### config.mk
export PLATFORM = sky130hd
export DESIGN_NAME = pipe_ibuf
export DESIGN_NICKNAME = d
export VERILOG_FILES = /design/src/rtl/pipe_ibuf_pkg.sv /design/src/rtl/pipe_ibuf_ptr.sv /design/src/rtl/pipe_ibuf.sv
export SDC_FILE = /design/constraint.sdc
export NUM_CORES = 1
export LEC_CHECK = 0
export CAP_MARGIN = 15
export CELL_PAD_IN_SITES_DETAIL_PLACEMENT = 0
export CELL_PAD_IN_SITES_GLOBAL_PLACEMENT = 1
export CORE_MARGIN = 3
export CORE_UTILIZATION = 48
export CTS_CLUSTER_DIAMETER = 150
export DETAILED_ROUTE_END_ITERATION = 16
export GPL_TIMING_DRIVEN = 0
export PLACE_DENSITY = 0.89
export SLEW_MARGIN = 15
export SYNTH_ARGS = -nofsm -noshare
export SYNTH_HDL_FRONTEND = slang
export SYNTH_HIERARCHICAL = 1
export SYNTH_SLANG_ARGS = --single-unit
### constraint.sdc
create_clock -name clk -period 8.2 [get_ports clk]
set_input_delay 0.82 -clock clk [delete_from_list [all_inputs] [get_ports clk]]
set_output_delay 0.82 -clock clk [all_outputs]
set_load 0.01 [all_outputs]
### src/rtl/pipe_ibuf_pkg.sv
// Shared fetch/decode pipeline definitions used by the instruction buffer.
package pipe_ibuf_pkg;

   localparam int unsigned XLEN_DEF = 32;

   // sll $0,$0,0 -- what decode sees when nothing valid is buffered
   localparam logic [31:0] NOP = 32'h0000_0000;

   typedef enum logic [1:0] {
      IB_EMPTY,
      IB_PARTIAL,
      IB_FULL
   } ibuf_state_e;

endpackage

### src/rtl/pipe_ibuf_ptr.sv
// Wrapping pointer with increment enable and synchronous clear (clear wins).
module ibuf_ptr #(
   parameter int unsigned W = 2
) (
   input  logic         clk,
   input  logic         rst_n,
   input  logic         clr,
   input  logic         inc,
   output logic [W-1:0] ptr
);

   logic [W-1:0] ptr_q, ptr_d;

   always_comb begin
      ptr_d = ptr_q;
      if (clr)      ptr_d = '0;
      else if (inc) ptr_d = ptr_q + W'(1);
   end

   always_ff @(posedge clk or negedge rst_n) begin
      if (!rst_n) ptr_q <= '0;
      else        ptr_q <= ptr_d;
   end

   assign ptr = ptr_q;

endmodule

### src/rtl/pipe_ibuf.sv
// DEPTH-entry {pc+4, instruction} FIFO between fetch and decode; presents a
// zero NOP bubble when empty and drops everything on if_flush.
module pipe_ibuf
   import pipe_ibuf_pkg::*;
#(
   parameter int unsigned XLEN  = XLEN_DEF,
   parameter int unsigned DEPTH = 4,
   parameter int unsigned CW    = $clog2(DEPTH + 1)
) (
   input  logic            clk,
   input  logic            clrn,
   input  logic [XLEN-1:0] pc4,
   input  logic [XLEN-1:0] ins,
   input  logic            in_valid,
   output logic            in_ready,
   input  logic            nostall,
   input  logic            if_flush,
   output logic [XLEN-1:0] dpc4,
   output logic [XLEN-1:0] inst,
   output logic            out_valid,
   output logic [CW-1:0]   count
);

   localparam int unsigned PW = $clog2(DEPTH);

   typedef struct packed {
      logic [XLEN-1:0] pc4;
      logic [XLEN-1:0] inst;
   } entry_t;

   entry_t        mem_q [DEPTH];
   entry_t        head_e;
   logic [PW-1:0] head, tail;
   logic [CW-1:0] count_q, count_d;
   ibuf_state_e   state;
   logic          enq, deq;

   always_comb begin
      state = IB_PARTIAL;
      if (count_q == '0)               state = IB_EMPTY;
      else if (count_q == CW'(DEPTH))  state = IB_FULL;
   end

   assign in_ready  = (state != IB_FULL);
   assign out_valid = (state != IB_EMPTY);
   assign enq       = in_valid & in_ready & ~if_flush;
   assign deq       = out_valid & nostall & ~if_flush;

   always_comb begin
      count_d = count_q;
      if (if_flush)         count_d = '0;
      else if (enq && !deq) count_d = count_q + CW'(1);
      else if (deq && !enq) count_d = count_q - CW'(1);
   end

   always_ff @(posedge clk or negedge clrn) begin
      if (!clrn) count_q <= '0;
      else       count_q <= count_d;
   end

   ibuf_ptr #(.W(PW)) u_head (
      .clk   (clk),
      .rst_n (clrn),
      .clr   (if_flush),
      .inc   (deq),
      .ptr   (head)
   );

   ibuf_ptr #(.W(PW)) u_tail (
      .clk   (clk),
      .rst_n (clrn),
      .clr   (if_flush),
      .inc   (enq),
      .ptr   (tail)
   );

   // No reset on storage: validity is carried by count and the pointers only.
   always_ff @(posedge clk) begin
      if (enq) mem_q[tail] <= '{pc4: pc4, inst: ins};
   end

   assign head_e = mem_q[head];
   assign dpc4   = out_valid ? head_e.pc4  : '0;
   assign inst   = out_valid ? head_e.inst : XLEN'(NOP);
   assign count  = count_q;

endmodule

**Yosys cells after proc, flatten, opt, wreduce, memory -nomap -nowiden**

Memories as Yosys holds them, arrays and structs flattened.
Index checks and enable logic that the tools add are counted.

- ROM bits: 0
- Flip-flop bits (word level): 7
- Latch bits: 0
- Memories kept: 1
- Output and inout port bits: 69
- Bits of input ports: 69
- Memory bits (writable): 256

- Multiply operators: 0
- Divide/modulo/power cells: 0
- $add $sub $neg: 4
- Mux-type cells: 13
- Order comparisons: 0
- Equal/unequal tests: 2
- Bitwise gates (word level): 5
- Shift-type cells: 0
- Reduce and logical (&&, ||, !) cells: 9

Memory list:

| name | words | width | read ports | clocked after Yosys merged registers in | write ports | RTL line | text |
|---|---|---|---|---|---|---|---|
| mem_q | 4 | 64 | 1 | 0 | 1 | pipe_ibuf.sv:31 | `entry_t mem_q [DEPTH];` |

Operators with widths:

| kind | count |
|---|---|
| $mux 32 | 2 |
| $mux 2 | 6 |
| $mux 3 | 3 |
| $reduce_bool 2->1 | 3 |
| $add 2x1->2 const B | 2 |
| $and 1x1->1 | 4 |
| $add 3x1->3 const B | 1 |
| $eq 3x3->1 const B | 1 |
| $logic_not 3->1 | 1 |
| $reduce_bool 3->1 | 1 |
| $sub 3x1->3 const B | 1 |
| $logic_and 1x1->1 | 2 |
| $logic_not 1->1 | 2 |
| $mux 1 | 2 |
| $ne 2x2->1 const B | 1 |
| $not 1->1 | 1 |

**Logic depth before layout (Yosys ltp)**

Gate-level depths: netlist (run 1).

- Depth in word-level cells: 11
- Depth in mapped cells: 9
- Depth with buffers taken out: 9

**By module**

Netlist (run 1), hierarchy kept.

Modules (own cells, without submodules):

| module | instances | cells an instance | area each (µm²) |
|---|---|---|---|
| pipe_ibuf | 1 | 440 | 10034.6 |
| ibuf_ptr | 2 | 7 | 88.8 |

**Least setup slack after synthesis (run 1)**

Ideal clock, no wire load.

- Path type: input-to-reg
- Start: in if_flush
- End: mem mem_q[2][0] in the netlist's numbering, enable pin
- Buffers on the path: 0
- Data arrival time: 5823 ps
- Stages on the path: 3
- Library setup time: 578 ps
- Setup slack: 1799 ps
- Cells stage by stage: nand2b_1 -> nand2b_2 -> nor3b_1

- Word-level cells in the longest chain between the ends: 4

RTL lines:

| item | RTL line | text |
|---|---|---|
| start: declaration | pipe_ibuf.sv:17 | `input logic if_flush,` |
| $not 1->1 | pipe_ibuf.sv:46 | `assign enq = in_valid & in_ready & ~if_flush;` |
| $and 1x1->1 | pipe_ibuf.sv:46 |  |
| $mux 1 | pipe_ibuf.sv:79 | `if (enq) mem_q[tail] <= '{pc4: pc4, inst: ins};` |
| $mux 1 (not written as such) | pipe_ibuf.sv:79 |  |
| end: declaration | pipe_ibuf.sv:31 |  |

Every way passes these cells.

**Worst setup path after layout (run 1)**

- Start: reg count_q[2], in the netlist count[2]
- End: out dpc4[9]

- Word-level cells in the longest chain between the ends: 5
- Elaborated cells between the ends (all ways): 6
- Classes of those cells: eq/ne (1); mux (3); reduce/logical (2)

RTL lines:

| item | RTL line | text |
|---|---|---|
| start: declaration | pipe_ibuf.sv:34 | `logic [CW-1:0] count_q, count_d;` |
| start signal: assignment | pipe_ibuf.sv:58 | `else count_q <= count_d;` |
| $eq 3x3->1 | pipe_ibuf.sv:41 | `else if (count_q == CW'(DEPTH)) state = IB_FULL;` |
| $mux 2 | pipe_ibuf.sv:41 |  |
| $mux 2 * | pipe_ibuf.sv:40 | `if (count_q == '0) state = IB_EMPTY;` |
| $reduce_bool 2->1 * | pipe_ibuf.sv:45 | `assign out_valid = (state != IB_EMPTY);` |
| $mux 32 * | pipe_ibuf.sv:83 | `assign dpc4 = out_valid ? head_e.pc4 : '0;` |
| end: declaration | pipe_ibuf.sv:18 | `output logic [XLEN-1:0] dpc4,` |

Mark *: on every way between the ends. The rest lies on a longest branch, timed or not.

==> results of run 1 <==
power groups by stage:
stage | clock network (mW) | registers, mW | logic, mW
final | 1.12 | 1.57 | 1.08
after global routing | 1.21 | 1.57 | 1.16
after global placement | 0 | 1.60 | 1.06
after CTS | 1.15 | 1.57 | 1.11
after detailed placement | 0 | 1.59 | 1.10
after floorplan | 0 | 1.60 | 0.536
worst max path at each step:
stage / slack, ns / cells after the start / endpoint / startpoint
after floorplan: 1.80 / 3 / mem_q[2][0] / if_flush
after global placement: -2.62 / 4 / mem_q[2][55] / if_flush
after detailed placement: 4.46 / 8 / mem_q[2][58] / if_flush
after CTS: 4.76 / 5 / dpc4[9] / count[2]
after global routing: 4.66 / 5 / dpc4[7] / count[0]
final: 4.80 / 5 / dpc4[9] / count[2]
sequential cells by signal (all words and copies together), names as in the netlist:
name / count
mem_q: 256
count: 3
u_head/ptr: 2
u_tail/ptr: 2
cells in the mapped netlist (2+ instances only):
master	count
a21bo_1	2
a21oi_2	2
and2_1	65
buf_12	6
buf_2	7
clkbuf_1	5
dfrtp_1	7
edfxtp_1	256
inv_1	2
mux2_1	2
mux4_1	3
mux4_2	61
nand2_1	2
nand3b_1	3
nor2_1	10
o21ai_0	2
xnor2_1	2
cells by family (layout without fill, tap and decap cells):
logic type	Yosys count	in the layout	share of synthesized area, %
mux	67	67	14.54
flops	263	263	76.99
simple gates	87	87	5.195
fa+ha+maj	1	1	0.1960
compound gates	9	9	0.6861
buf+inv	24	226	2.058
xor+xnor	3	3	0.3309
routing by layer:
layer  up-vias  GRT usage [%]  wire length, um
li1       2213              -                -
met1      2603          22.91             8341
met2       144          28.87             9929
met3        30          3.100              913
met4         2          3.810              367
met5         -              0                7
per-stage QoR:
stage	hold WS, ns	std cells	total power, mW	TNS (ns)
after floorplan	0.5244	454	2.134	0
after detailed placement	0.5932	880	2.697	0
after CTS	0.5633	926	3.824	0
final	0.5749	926	3.770	0
after global placement	0.5517	861	2.668	-295.39
after global routing	0.5730	926	3.942	0
layout make-up:
class                      instances  area (um^2)
sequential                       263         7863
fill                            1453         7586
multi-input combinational        167         2162
timing repair buffer             156         1589
clock buffer                      31        690.7
tap                              270        337.8
buffer                            21        198.9
clock inverter                    15        121.4
inverter                           3        11.26
==> impl_metrics.env, run 1 <==
export IMPL_cts_resized=0
export IMPL_grt_pass1_wl_mm=30.98
export IMPL_io_buffers=137
export IMPL_grt_start_max_net_pins=43
export IMPL_num_antenna_cells=0
export IMPL_drc_errors=0
export IMPL_rsz0062_at_grt="no"
export IMPL_synth_warnings=6
export IMPL_p_clk_share_pct=29.7
export IMPL_seq_area_frac_synth_pct=76.99
export IMPL_clkLatencyLatePin_ns=0.51
export IMPL_final_area_um2=12970
export IMPL_comb_power_share_pct=28.7
export IMPL_powerDensity_nw_per_um2=290.6
export IMPL_groute_usage_overall_pct=16.86
export IMPL_dieWidth_um=151.9
export IMPL_ant_nets=0
export IMPL_antenna_found_initial=1
export IMPL_p_int_mw=2.806
export IMPL_async_reset_ff_share_pct=2.662
export IMPL_area_growth_pct=27.04
export IMPL_maxSlewHeadroom_pct=40.68
export IMPL_max_stage_delay_ns=0.50
export IMPL_dpl_hpwl_mm=12.87
export IMPL_die_area_um2=23060
export IMPL_worstPathRequired_ns=7.38
export IMPL_synth_largest_area_cell="edfxtp_1"
export IMPL_cp_top_family="buffers and inverters"
export IMPL_drv_cap=0
export IMPL_reg2reg_slack_ns=5.72
export IMPL_clkSinkCount=263
export IMPL_max_vdd_ir_drop_mv=0.2097
export IMPL_cts_path_max_buffers=3
export IMPL_coreArea_um2=20560
export IMPL_yosys_top_cells_area="edfxtp_1 75%, mux4_2 13%, and2_1 4.0%, dfrtp_1 1.7%, buf_12 1.2%"
export IMPL_ys_seq_elements=263
export IMPL_syn_area_um2=10210
export IMPL_gp_congestion=0.7762
export IMPL_drive_gt1_share_pct=21.65
export IMPL_leakage_nw=4.194
export IMPL_ys_flop_type="edfxtp_1"
export IMPL_first_pass_iters=4
export IMPL_cts_hold_buf=0
export IMPL_period_share_pct=41.47
export IMPL_final_cell_mix="256 x edfxtp_1, 137 x clkdlybuf4s50_1, 65 x and2_1"
export IMPL_clock_fmax_mhz=294.0
export IMPL_status="finished, final reports clean"
export IMPL_syn_inst=454
export IMPL_rr_worst_depth=8
export IMPL_grt_pass1_vias=5545
export IMPL_drv_slew=0
export IMPL_post_cts_setup_buffers=0
export IMPL_setup_viol=0
export IMPL_finalHoldViolCount=0
export IMPL_via_count=4992
export IMPL_htree_num_levels=1
export IMPL_cp_end_kind="output port"
export IMPL_clock_skew_ns=0.008401
export IMPL_layout_commonest_cell="edfxtp_1"
export IMPL_r2r_end="mem_q[2][58]"
export IMPL_fin_ws_ns=4.799
export IMPL_period_minus_slack_ns=3.401
export IMPL_cts_clk_slew_worst_paths_ns=0.06
export IMPL_hp_class="input pin to async pin"
export IMPL_io_pin_count=138
export IMPL_drt_wl_total_mm=19.56
export IMPL_postLayoutCoreUtil_pct=63.10
export IMPL_crit_slowest_cell="clkdlybuf4s50_1"
export IMPL_synth_top_area_share_pct=75.28
export IMPL_detail_route_wl_per_cell_um=21.12
export IMPL_path_buf_inv=3
export IMPL_synth_area_per_cell_um2=22.49
export IMPL_vias_per_cell=5.391
export IMPL_reg2reg_from="count[0]"
export IMPL_synth_distinct_cells=34
export IMPL_path_class="register to output port"
export IMPL_synth_edf_count=256
export IMPL_switching_power_uw=964.5
export IMPL_worst_pin_slew_ns=0.8850
export IMPL_numCtsBuffers=26
export IMPL_grt_overflow=0
export IMPL_seqPwrFrac_pct=41.6
export IMPL_rows=52
export IMPL_die_h_um=151.9
export IMPL_cts_root_buf="clkbuf_16"
export IMPL_dp_slack_ns=4.462
export IMPL_start_util_pct=49.67
export IMPL_cts_tree="done"
export IMPL_crit_path_max_fanout=10
export IMPL_sw_frac_of_total_pct=25.58
export IMPL_worstPathCellList="or3_4, buf_2, clkbuf_1, and2_1, clkdlybuf4s50_1"
export IMPL_cp_start_kind="register"
export IMPL_place_area_um2=12160
export IMPL_nets=708
export IMPL_drt_iter0_markers=318
export IMPL_cp_data_arrival_time_ns=2.58
export IMPL_synth_nets=524
Note: power is estimated with default switching activity, not from simulation.
==> run 2: changes to the inputs <==
CORE_UTILIZATION = 43   (was 48)
PLACE_DENSITY = 0.85   (was 0.89)
clock period = 2.9 ns   (was 8.2 ns; I/O delays follow)
==> run 2 against run 1 <==
Effect of this change: critical endpoint is now inst[15]; register-to-register slack got worse by 5.2 ns; via count decreased by 2.0%; count of clock-buffer cells in the layout increased by 3; hold slack got worse by 0.54 ns; routed wire length decreased by 1.9%; clock skew increased by 0.0028 ns; worst setup slack got worse by 4.7 ns; sequential share of layout area decreased by 1.3 points; final area increased by 2.3%; utilization decreased by 5.4 points.
==> impl_metrics.env, run 2 (synthesis results as in run 1) <==
export IMPL_status="finished, final reports clean"
export IMPL_cp_end_kind="output port"
export IMPL_leakage_nw=4.284
export IMPL_p_clk_share_pct=31.9
export IMPL_period_minus_slack_ns=2.789
export IMPL_io_pin_count=138
export IMPL_rsz0062_at_grt="no"
export IMPL_die_h_um=160.1
export IMPL_crit_slowest_cell="clkdlybuf4s50_1"
export IMPL_grt_pass1_vias=5440
export IMPL_start_util_pct=44.43
export IMPL_crit_end="inst[15]"
export IMPL_via_count=4894
export IMPL_vias_per_cell=5.051
export IMPL_cp_start_kind="register"
export IMPL_period_share_pct=96.19
export IMPL_dpl_hpwl_mm=12.65
export IMPL_path_class="register to output port"
export IMPL_rows=55
export IMPL_seqPwrFrac_pct=40.1
export IMPL_first_pass_iters=4
export IMPL_layout_commonest_cell="edfxtp_1"
export IMPL_worst_pin_slew_ns=0.8914
export IMPL_io_buffers=137
export IMPL_place_area_um2=12300
export IMPL_largest_reg_flops=256
export IMPL_final_cell_mix="256 x edfxtp_1, 136 x clkdlybuf4s50_1, 65 x and2_1"
export IMPL_r2r_end="count[2]"
export IMPL_worstPathCellList="or3_4, buf_2, clkbuf_4, and2_1, clkdlybuf4s50_1"
export IMPL_multi_input_area_um2=2175
export IMPL_drive_gt1_share_pct=22.41
export IMPL_num_fill_cells=1733
export IMPL_final_area_um2=13270
export IMPL_cts_hold_buf=0
export IMPL_cts_clk_slew_worst_paths_ns=0.06
export IMPL_drt_iter0_markers=253
export IMPL_crit_path_max_fanout=10
export IMPL_comb_power_share_pct=28.0
export IMPL_drv_cap=0
export IMPL_p_int_mw=8.294
export IMPL_groute_usage_overall_pct=15.16
export IMPL_drt_wl_total_mm=19.18
export IMPL_drv_slew=0
export IMPL_area_growth_pct=29.92
export IMPL_seqCellArea_um2=7864
export IMPL_hp_class="input pin to async pin"
export IMPL_totalPowerFinal_mw=11.05
export IMPL_powerDensity_nw_per_um2=833.0
export IMPL_detail_route_wl_per_cell_um=19.79
export IMPL_reg2reg_from="count[0]"
export IMPL_worstPathRequired_ns=2.61
export IMPL_post_cts_setup_buffers=0
export IMPL_max_vdd_ir_drop_mv=0.5862
export IMPL_numCtsBuffers=28
export IMPL_drc_errors=0
export IMPL_die_area_um2=25640
export IMPL_antenna_found_initial=1
export IMPL_clock_fmax_mhz=358.5
export IMPL_htree_num_levels=1
export IMPL_postLayoutCoreUtil_pct=57.72
export IMPL_maxSlewHeadroom_pct=40.51
export IMPL_cts_tree="done"
export IMPL_grt_pass1_wl_mm=30.67
export IMPL_cts_root_buf="clkbuf_16"
export IMPL_clkSinkCount=263
export IMPL_fin_ws_ns=0.1106
export IMPL_cp_data_arrival_time_ns=2.50
export IMPL_dp_slack_ns=-0.09099
export IMPL_critPathLaunch="count[2]"
export IMPL_clock_skew_ns=0.01119
export IMPL_coreArea_um2=22980
export IMPL_grt_start_max_net_pins=39
export IMPL_ant_nets=0
export IMPL_nets=705
export IMPL_sw_frac_of_total_pct=24.95
export IMPL_grt_overflow=0
export IMPL_gp_congestion=0.7768
export IMPL_finalHoldViolCount=0
export IMPL_setup_viol=0
export IMPL_rr_worst_depth=8
export IMPL_reg2reg_slack_ns=0.54
export IMPL_num_antenna_cells=0
export IMPL_dieWidth_um=160.1
export IMPL_clkLatencyLatePin_ns=0.53
export IMPL_max_stage_delay_ns=0.49
export IMPL_switching_power_mw=2.758
export IMPL_cts_path_max_buffers=3
export IMPL_regMostFlops="mem_q"
[run 2: power by group through the flow]
stage / registers, mW / clock network (mW) / logic [mW]
floorplan: 4.50 / 0 / 1.52
global placement: 4.51 / 0 / 3.03
detailed placement: 4.51 / 0 / 3.12
CTS: 4.44 / 3.60 / 3.17
global route: 4.45 / 3.77 / 3.33
finish: 4.44 / 3.53 / 3.09
[run 2: what timing repair did]
item | CTS | global route
setup endpoints to repair | 39 | 33
resized for setup | 12 | 9
gates cloned | 0 | 0
[run 2: routing by layer]
layer | up-vias | track usage, % | routed length, um
li1 | 2220 | - | -
met1 | 2522 | 19.38 | 7768
met2 | 122 | 26.97 | 10200
met3 | 28 | 2.983 | 922
met4 | 2 | 3.432 | 278
met5 | - | 0 | 13
[run 2: worst min path at each step]
stage,end,start,cells after the start
4_1_cts,count[1],clrn,1
6_report,count[0],clrn,1
3_3_place_gp,u_head/ptr[1],u_head/ptr[1],2
5_1_grt,count[1],clrn,1
3_5_place_dp,count[2],clrn,1
2_1_floorplan,count[0],clrn,0
[run 2: layout make-up]
class                           instances  area share (%)
Sequential cell                       263           59.27
Multi-Input combinational cell        167           16.39
Timing Repair Buffer                  151           12.54
Clock buffer                           34           5.611
Tap cell                              313           2.952
Buffer                                 21           1.745
Clock inverter                         17           1.405
Inverter                                3         0.08487
[run 2: stage by stage]
stage | hold slack, ns | setup TNS, ns | cells
final | 0.03436 | 0 | 969
after global routing | 0.04231 | 0 | 969
after CTS | 0.01802 | 0 | 969
after detailed placement | 0.5837 | -3.125 | 918
after global placement | 0.5509 | -387.81 | 904
after floorplan | -0.005591 | -1.016 | 454
[run 2: critical path, delay by kind of cell (launching register included)]
kind / cells / cell delay (ns)
buf+inv: 3 / 0.93
flops: 1 / 0.44
simple gates: 2 / 0.61
